**src/rtl/uart_rx_mmio_pkg.sv**
```systemverilog
// Shared definitions for the memory-mapped UART receiver.
// Contains bus addresses, status bit positions and receiver FSM states.
package uart_rx_mmio_pkg;

  localparam logic [10:0] DEF_DATA_ADDR = 11'd102;
  localparam logic [10:0] DEF_STAT_ADDR = 11'd103;

  localparam int ST_VALID = 0;
  localparam int ST_FULL  = 1;
  localparam int ST_OVR   = 2;
  localparam int ST_FERR  = 3;

  typedef enum logic [2:0] {
    S_IDLE,
    S_START,
    S_DATA,
    S_STOP,
    S_BRK
  } rx_state_e;

endpackage

```
**src/rtl/uart_rx_fifo.sv**
```systemverilog
// Small synchronous byte FIFO with a combinational head output.
// Pointers carry one extra wrap bit so that full and empty can be told apart.
module uart_rx_fifo #(
  parameter int unsigned DEPTH = 4
) (
  input  logic       clk,
  input  logic       reset,
  input  logic       push,
  input  logic [7:0] wdata,
  input  logic       pop,
  output logic [7:0] rdata,
  output logic       full,
  output logic       empty
);

  localparam int unsigned AW = $clog2(DEPTH);
  localparam logic [AW:0] PTR_ONE = {{AW{1'b0}}, 1'b1};

  logic [7:0]  mem_q [DEPTH];
  logic [AW:0] wr_ptr_q, wr_ptr_d;
  logic [AW:0] rd_ptr_q, rd_ptr_d;
  logic        do_push, do_pop;

  assign empty   = (wr_ptr_q == rd_ptr_q);
  assign full    = (wr_ptr_q[AW] != rd_ptr_q[AW]) &&
                   (wr_ptr_q[AW-1:0] == rd_ptr_q[AW-1:0]);
  assign do_pop  = pop & ~empty;
  // A pop in the same cycle frees the slot being written, so a full FIFO can still accept.
  assign do_push = push & (~full | do_pop);
  assign rdata   = mem_q[rd_ptr_q[AW-1:0]];

  always_comb begin
    wr_ptr_d = wr_ptr_q;
    rd_ptr_d = rd_ptr_q;
    if (do_push) wr_ptr_d = wr_ptr_q + PTR_ONE;
    if (do_pop)  rd_ptr_d = rd_ptr_q + PTR_ONE;
  end

  always_ff @(posedge clk or posedge reset) begin
    if (reset) begin
      wr_ptr_q <= '0;
      rd_ptr_q <= '0;
    end else begin
      wr_ptr_q <= wr_ptr_d;
      rd_ptr_q <= rd_ptr_d;
    end
  end

  always_ff @(posedge clk) begin
    if (do_push) mem_q[wr_ptr_q[AW-1:0]] <= wdata;
  end

endmodule

```
**src/rtl/uart_rx_mmio.sv**
```systemverilog
// Memory-mapped 8N1 UART receiver: 16x oversampling, deframing FSM,
// receive FIFO and data/status registers on the CPU data bus.
module uart_rx_mmio
  import uart_rx_mmio_pkg::*;
#(
  parameter int unsigned SAMPLE_DIV = 13,
  parameter int unsigned FIFO_DEPTH = 4,
  parameter logic [10:0] DATA_ADDR  = DEF_DATA_ADDR,
  parameter logic [10:0] STAT_ADDR  = DEF_STAT_ADDR
) (
  input  logic        clk,
  input  logic        reset,
  input  logic        rx,
  input  logic [10:0] m_addr,
  input  logic        m_rd,
  input  logic        m_wr,
  input  logic        m_en,
  input  logic [7:0]  m_wr_data,
  output logic [7:0]  rd_data,
  output logic        rd_hit,
  output logic        irq
);

  rx_state_e  state_q, state_d;
  logic       rx_meta_q, rx_s_q, rx_d1_q;
  logic [7:0] cnt_q, cnt_d;
  logic [3:0] sc_q, sc_d;
  logic [2:0] bit_q, bit_d;
  logic [7:0] shift_q, shift_d;
  logic       ovr_q, ovr_d, ferr_q, ferr_d;
  logic       tick, fall, push, set_ovr, set_ferr;
  logic       rd_sel, wr_sel, data_hit, stat_hit, pop;
  logic [7:0] head, status;
  logic       full, empty;
  logic       unused_wr_data;

  assign unused_wr_data = ^m_wr_data;

  assign fall = rx_d1_q & ~rx_s_q;
  assign tick = (state_q != S_IDLE) && (cnt_q == 8'(SAMPLE_DIV - 1));

  assign rd_sel   = m_en & m_rd;
  assign wr_sel   = m_en & m_wr;
  assign data_hit = (m_addr == DATA_ADDR);
  assign stat_hit = (m_addr == STAT_ADDR);
  assign rd_hit   = rd_sel & (data_hit | stat_hit);
  assign pop      = rd_sel & data_hit & ~empty;
  assign irq      = ~empty;

  always_comb begin
    state_d  = state_q;
    sc_d     = sc_q;
    bit_d    = bit_q;
    shift_d  = shift_q;
    push     = 1'b0;
    set_ovr  = 1'b0;
    set_ferr = 1'b0;
    cnt_d    = (state_q == S_IDLE || tick) ? 8'd0 : cnt_q + 8'd1;
    case (state_q)
      S_IDLE: if (fall) begin
        state_d = S_START;
        sc_d    = 4'd0;
      end
      S_START: if (tick) begin
        sc_d = sc_q + 4'd1;
        if (sc_q == 4'd7) begin
          sc_d    = 4'd0;
          bit_d   = 3'd0;
          state_d = rx_s_q ? S_IDLE : S_DATA;
        end
      end
      S_DATA: if (tick) begin
        sc_d = sc_q + 4'd1;
        if (sc_q == 4'd15) begin
          shift_d = {rx_s_q, shift_q[7:1]};
          bit_d   = bit_q + 3'd1;
          if (bit_q == 3'd7) state_d = S_STOP;
        end
      end
      S_STOP: if (tick) begin
        sc_d = sc_q + 4'd1;
        if (sc_q == 4'd15) begin
          if (rx_s_q) begin
            if (full && !pop) set_ovr = 1'b1;
            else              push    = 1'b1;
            state_d = S_IDLE;
          end else begin
            set_ferr = 1'b1;
            state_d  = S_BRK;
          end
        end
      end
      // Holding here until the line idles stops a long break from looking like new start bits.
      S_BRK: if (rx_s_q) state_d = S_IDLE;
      default: state_d = S_IDLE;
    endcase
  end

  always_comb begin
    ovr_d  = ovr_q;
    ferr_d = ferr_q;
    if (wr_sel && stat_hit) begin
      ovr_d  = 1'b0;
      ferr_d = 1'b0;
    end
    if (set_ovr)  ovr_d  = 1'b1;
    if (set_ferr) ferr_d = 1'b1;
  end

  always_comb begin
    status           = 8'h00;
    status[ST_VALID] = ~empty;
    status[ST_FULL]  = full;
    status[ST_OVR]   = ovr_q;
    status[ST_FERR]  = ferr_q;
    rd_data          = 8'h00;
    if (rd_sel && data_hit && !empty) rd_data = head;
    else if (rd_sel && stat_hit)      rd_data = status;
  end

  always_ff @(posedge clk or posedge reset) begin
    if (reset) begin
      state_q   <= S_IDLE;
      rx_meta_q <= 1'b1;
      rx_s_q    <= 1'b1;
      rx_d1_q   <= 1'b1;
      cnt_q     <= 8'd0;
      sc_q      <= 4'd0;
      bit_q     <= 3'd0;
      shift_q   <= 8'h00;
      ovr_q     <= 1'b0;
      ferr_q    <= 1'b0;
    end else begin
      state_q   <= state_d;
      rx_meta_q <= rx;
      rx_s_q    <= rx_meta_q;
      rx_d1_q   <= rx_s_q;
      cnt_q     <= cnt_d;
      sc_q      <= sc_d;
      bit_q     <= bit_d;
      shift_q   <= shift_d;
      ovr_q     <= ovr_d;
      ferr_q    <= ferr_d;
    end
  end

  uart_rx_fifo #(.DEPTH(FIFO_DEPTH)) u_fifo (
    .clk   (clk),
    .reset (reset),
    .push  (push),
    .wdata (shift_q),
    .pop   (pop),
    .rdata (head),
    .full  (full),
    .empty (empty)
  );

endmodule

```
**config.mk**
```make
export PLATFORM = sky130hd
export DESIGN_NAME = uart_rx_mmio
export DESIGN_NICKNAME = d
export VERILOG_FILES = /design/src/rtl/uart_rx_mmio_pkg.sv /design/src/rtl/uart_rx_fifo.sv /design/src/rtl/uart_rx_mmio.sv
export SDC_FILE = /design/constraint.sdc
export NUM_CORES = 1
export LEC_CHECK = 0
export BUFFER_PORTS_ARGS = -buffer_cell sky130_fd_sc_hd__clkbuf_2
export CAP_MARGIN = 30
export CORE_MARGIN = 1
export CORE_UTILIZATION = 58
export DETAILED_ROUTE_END_ITERATION = 8
export PLACE_DENSITY = 0.84
export SLEW_MARGIN = 30
export SYNTH_ARGS = -nofsm -noshare
export SYNTH_HDL_FRONTEND = slang
export SYNTH_SLANG_ARGS = --single-unit
```
**constraint.sdc**
```tcl
create_clock -name clk -period 2.4 [get_ports clk]
set_clock_uncertainty 0.2 [all_clocks]
set_input_delay 0.6 -clock clk [delete_from_list [all_inputs] [get_ports clk]]
set_output_delay 0.6 -clock clk [all_outputs]
set_load 0.05 [all_outputs]
```
# ---- Word level (Yosys, flattened, before mapping)
# Memories as Yosys holds them, arrays and structs flattened.
# Index checks and enable logic that the tools add are counted.
dict set report totals {
  regBits 37
  ramBits 32
  output_inout_bits 10
  wordCells 119
  memories 1
}
# memory depth word_bits read_ports rd_clocked_by_memory_dff wr line_no
set memory_table {}
lappend memory_table {u_fifo.mem_q 4 8 1 0 1 uart_rx_fifo.sv:19} ;# logic [7:0] mem_q [DEPTH];
dict set report op_classes {
  addsub 5
  n_eq_ne 23
  muxes 44
  bitwise 13
  reduce_logical 21
}
# op count
set ops {}
lappend ops {{$mux W3} 14}
lappend ops {{$eq A11 B7 Y1 const B} 2}
lappend ops {{$mux W4} 5}
lappend ops {{$mux W1} 19}
lappend ops {{$ne A2 B2 Y1 const B} 9}
lappend ops {{$mux W8} 2}
lappend ops {{$pmux W3 S5} 1}
lappend ops {{$pmux W4 S3} 1}
lappend ops {{$add A3 B1 Y3 const B} 3}
lappend ops {{$reduce_and A9 Y1} 1}
lappend ops {{$add A8 B1 Y8 const B} 1}
lappend ops {{$and A1 B1 Y1} 8}
lappend ops {{$eq A8 B4 Y1 const B} 1}
lappend ops {{$logic_and A1 B1 Y1} 7}
lappend ops {{$eq A3 B2 Y1 const B} 2}
lappend ops {{$eq A3 B3 Y1 const B} 2}
lappend ops {{$pmux W3 S2} 1}
lappend ops {{$reduce_bool A2 Y1} 3}
lappend ops {{$reduce_bool A3 Y1} 2}
lappend ops {{$reduce_and A5 Y1} 1}
lappend ops {{$add A4 B1 Y4 const B} 1}
lappend ops {{$eq A4 B3 Y1 const B} 1}
lappend ops {{$eq A4 B4 Y1 const B} 1}
lappend ops {{$reduce_and A4 Y1} 1}
lappend ops {{other kinds (13)} 17}

# ---- Logic depth before layout (Yosys ltp)
dict set report logic_depth {
  ltp_word 13
  ltp_mapped 7
  ltp_nobuf 6
}

# ---- Modules after synthesis
# A second synthesis with hierarchy kept.
dict set report unflattened {
  cells_unflattened 248
  hier_area_um2 3324.4
}
# module n_inst cells_each area_per_inst_um2 seq_area_each_um2
set by_module_without_submodules {}
lappend by_module_without_submodules {uart_rx_mmio 1 170 1672.9 779.5}
lappend by_module_without_submodules {uart_rx_fifo 1 78 1651.6 1111.1}

# ---- Worst setup path after synthesis
# OpenSTA, ideal clock, no wires.
dict set report synth_timing {
  path_type {input port to output port}
  startpoint {input port m_addr[9]}
  endpoint {output port rd_data[1]}
  t_arrival_ns 2.386
  required_time_ns 1.600
  slack_ns -0.786
  path_stages 5
  path_buffers 0
  path_cell_list {nor4b_4 > nand4_1 > inv_1 > nand2_1 > o2bb2ai_1}
}
dict set report synth_between {
  elab_chain_cells 4
  elab_cells_between_ends 7
  cone_classes {2 x eq/ne; 2 x mux; 3 x reduce/logical}
}
# item line_no
set synth_rtl {}
lappend synth_rtl {{start, declared} uart_rx_mmio.sv:14} ;# input logic [10:0] m_addr,
lappend synth_rtl {{$eq A11 B7 Y1 (on tied branches)} {uart_rx_mmio.sv:45, uart_rx_mmio.sv:44}}
lappend synth_rtl {{$logic_and A1 B1 Y1 (on tied branches)} {uart_rx_mmio.sv:118, uart_rx_mmio.sv:117}}
lappend synth_rtl {{$mux W4 / $logic_and A1 B1 Y1 (equally long branches)} {uart_rx_mmio.sv:118, uart_rx_mmio.sv:117}}
lappend synth_rtl {{$mux W8 (*)} uart_rx_mmio.sv:117} ;# if (rd_sel && data_hit && !empty) rd_data = head;
lappend synth_rtl {{end, declared} uart_rx_mmio.sv:19} ;# output logic [7:0] rd_data,
# Mark *: on every way between the ends. The rest lies on a longest branch, timed or not.

# ---- Worst setup path in the final report
# Ends and elaborated chain as after synthesis.

==> summary.md <==
| Metric | Value |
|---|---|
| CP endpoint kind | `primary output` |
| First-pass GRT wire length | `12,400 um` |
| Root Buffer Master | `clkbuf_8` |
| Hold Vio Cnt, Final | `0` |
| CTS Buffer Depth | `2` |
| Initial core utilization | `approximately three fifths` |
| Sinks on Clock Net | `69` |
| Final worst slack | `-0.400 ns` |
| Worst-Margin Slew | `roughly 0.66 ns` |
| Psw | `slightly above 800 uW` |
| Total CTS buffers | `9` |
| Post-synthesis sequential area ratio | `57.0%` |
| # rows | `27` |
| Remaining antenna violation count | `0` |
| CTS clk-pin slew, worst paths | `about 0.090 ns` |
| Number of global-route vias before repair | `around 2,500` |
| Crit path max-delay family | `buffers and inverters` |
| Post-synth EDFFs | `32` |
| Layout Nets | `~350` |
| Remaining DRCs | `0` |
| Post-synthesis cell type count | `55` |
| Final Cycle Share | `117%` |
| Outcome | `finished with violations` |
| WL per Instance | `around 21 um` |
| Syn. warnings | `0` |
| Layout cell share with drive strength beyond 1 | `about two fifths` |
| IO Port Bufs | `26` |
| Avg Inst Size Synth | `13.5 um2` |
| Finished Cell Area | `about 0.0044 mm2` |
| Critical Path Max Stage Delay | `0.29 ns` |
| Switching Share | `roughly 28%` |
| Final setup fails | `10` |
| CP cell instances | `buf_6, nor4b_4, nand4_1, buf_4, clkinvlp_4, buf_6, nand2_4, o2bb2ai_4, buf_12` |
| Die Width | `just under 80 um` |
| Initial antenna violation count | `0` |
| LEAKAGE | `just under 0.002 uW` |
| Syn Inst Count | `between 200 and 250` |
| Critical path's most frequent cell | `buf_6` |
| Post-Syn Nets | `280` |
| Initial DRC count | `245` |
| FMAX | `about 360 MHz` |
| Core ar. | `approximately 0.0055 mm2` |
| GRT Residual Overflow | `0` |
| Pre-CTS WS | `-0.457 ns` |
| Area share of the largest cell type after synthesis | `between 20% and 30%` |
| Cts hold-fix bufs | `0` |
| Clk_lat worst skew | `between 0.3 and 0.4 ns` |
| Die ar. | `about 0.0060 mm2` |
| Hold Crit Class | `in -> async` |
| Tmin final | `roughly 2.8 ns` |
| Main flop type after synthesis | `dfrtp_1` |
| GRT Util Overall | `28.6%` |
| Gp weighted congestion | `about 0.9` |
| Kind of start point of the critical path | `primary input` |
| Dpl cell area | `around 0.0039 mm2` |
| Detailed Place HPWL | `4750 um` |
| # diodes | `0` |
| Top cells by area, synth | `edfxtp_1 (29%), dfrtp_1 (26%), mux4_2 (5.4%)` |
| CTS tree | `yes` |
| Req. time, crit path | `between 1.5 and 2 ns` |
| Clock power frac | `38.4%` |
| Max-capacitance violation count | `0` |
| RSZ-0062 raised after global routing | `yes` |
| Violated checks | `negative setup slack` |
| Via count | `~2,400` |
| CP Buf/Inv Count | `5` |
| Cell Area, Synth | `roughly 0.0033 mm2` |
| Final Max Slew Viols | `0` |
| Category of the most critical setup path | `in -> out` |
| Pint | `around 2100 uW` |
| PD cells | `between 600 and 700 mW/mm2` |
| Routed WL | `about 8200 um` |
| Drt first pass iters | `5` |
| Reg power frac | `roughly half` |
| Area leader, netlist | `edfxtp_1` |
| Synth async-reset ratio | `a little over half` |
| Synth cell count leaders | `dfrtp_1 (34), edfxtp_1 (32), nor2_1 (15)` |
| Max-slew headroom | `roughly 56%` |
| Synthesized flop and latch total | `a little under 70` |
| Critical-path top delay cell | `nor4b_4` |
| Synthesis-to-layout area growth | `31.3%` |
| Combinational Power Share | `around an eighth` |
| Die Y | `approximately 78 um` |
| Critical Path AT | `2.00 ns` |
| Largest net degree at the start of global routing | `38` |
| Maximum vdd drop | `440 uV` |
| H-Tree Depth | `3` |
| Crit path max fanout | `2` |
| Vias/cell | `around 6.3` |
| Count leader, synth | `dfrtp_1` |
| Num ports | `35` |
## kinds of logic after synthesis
family,after synthesis,synth area share [%]
simple gates,81,16.2
flops,69,57.0
compound gates,36,7.58
mux,19,9.13
buf+inv,16,2.60
xor+xnor,14,3.70
fa+ha+maj,10,3.77
## cell type report
cell class	count	area (um2)
Sequential cell	69	1890
Inverter	10	41.3
Tap cell	72	90.1
Multi-Input combinational cell	160	1420
Clock inverter	7	106
Clock buffer	9	124
Fill cell	280	1150
Timing Repair Buffer	63	679
## worst register-to-register path, cell delays in order, from the launching register on
cell and delay (ns):
dfrtp_1 0.47, or3_1 0.42, nor3_4 0.30, and2_1 0.25
and3_1 0.26, buf_12 0.15
## metrics by stage
stage | power (uW) | std cells | TNS (ns) | hold slack (ns) | util, %
after detailed placement | 1760 | 366 | -6.21 | 0.148 | 70.5
after global placement | 1740 | 366 | -5.06 | 0.145 | 70.5
after floorplan | 1670 | 245 | -2.75 | 0.145 | -
final | 2870 | 390 | -3.23 | 0.119 | 79.1
after CTS | 2840 | 385 | -2.93 | 0.126 | 77.6
after global routing | 2990 | 390 | -3.87 | 0.122 | 79.1
## cell usage in the layout (no fill, tap or decap), types with 4 or more instances in the layout
cell type / count
nand4_1: 5
o21ai_0: 7
nand2b_1: 4
clkbuf_16: 4
edfxtp_1: 32
a31oi_1: 5
mux2_2: 9
xor2_1: 9
and2_4: 5
mux4_2: 8
nand2_1: 8
a21oi_1: 5
ha_1: 9
buf_4: 27
nor2b_1: 4
buf_12: 9
nor2_1: 15
clkbuf_8: 11
and3_1: 6
dfrtp_1: 32
buf_6: 7
clkbuf_2: 12
inv_1: 8
## flip-flops by register name, indices dropped and copies added, names as in the netlist
signal,cells
u_fifo.mem_q,32
cnt_q,8
shift_q,8
sc_q,4
bit_q,3
state_q,3
u_fifo.rd_ptr_q,3
u_fifo.wr_ptr_q,3
ferr_q,1
ovr_q,1
rx_d1_q,1
rx_meta_q,1
rx_s_q,1
## per-layer routing
metal | global-route usage, % | vias up | part of all wire [%]
met5 | 0 | - | 0
met4 | 19.6 | 0 | 5.9
met3 | 5.88 | 46 | 4.7
met2 | 47.6 | 135 | 51
met1 | 33.4 | 1206 | 38
li1 | - | 1059 | -
## repair_timing
item                                    in CTS  in global routing
buffers inserted                             3                  5
gates resized for setup                     27                 13
endpoints found under the setup margin      10                 18
pin swaps                                   12                  5
## worst paths after layout
check	startpoint	to	slack (ns)	cells past startpoint
worst max-delay path	m_addr[9]	rd_data[1]	-0.40	9
worst min register to register	rx_meta_q	rx_s_q	0.16	0
worst min-delay path	reset	shift_q[0]	0.12	3
min in group clk	rx	rx_meta_q	0.13	1
worst max register to register	cnt_q[5]	u_fifo.mem_q[0][6]	0.08	5
max in group asynchronous	reset	state_q[1]	1.51	3
## power groups by stage
stage,combinational (uW),sequential (uW),clock (uW)
3_5_place_dp,343,1420,0
5_1_grt,406,1420,1160
4_1_cts,346,1400,1100
3_3_place_gp,324,1420,0
2_1_floorplan,292,1370,0
6_report,358,1410,1100
(Power assumes the default switching activity.)
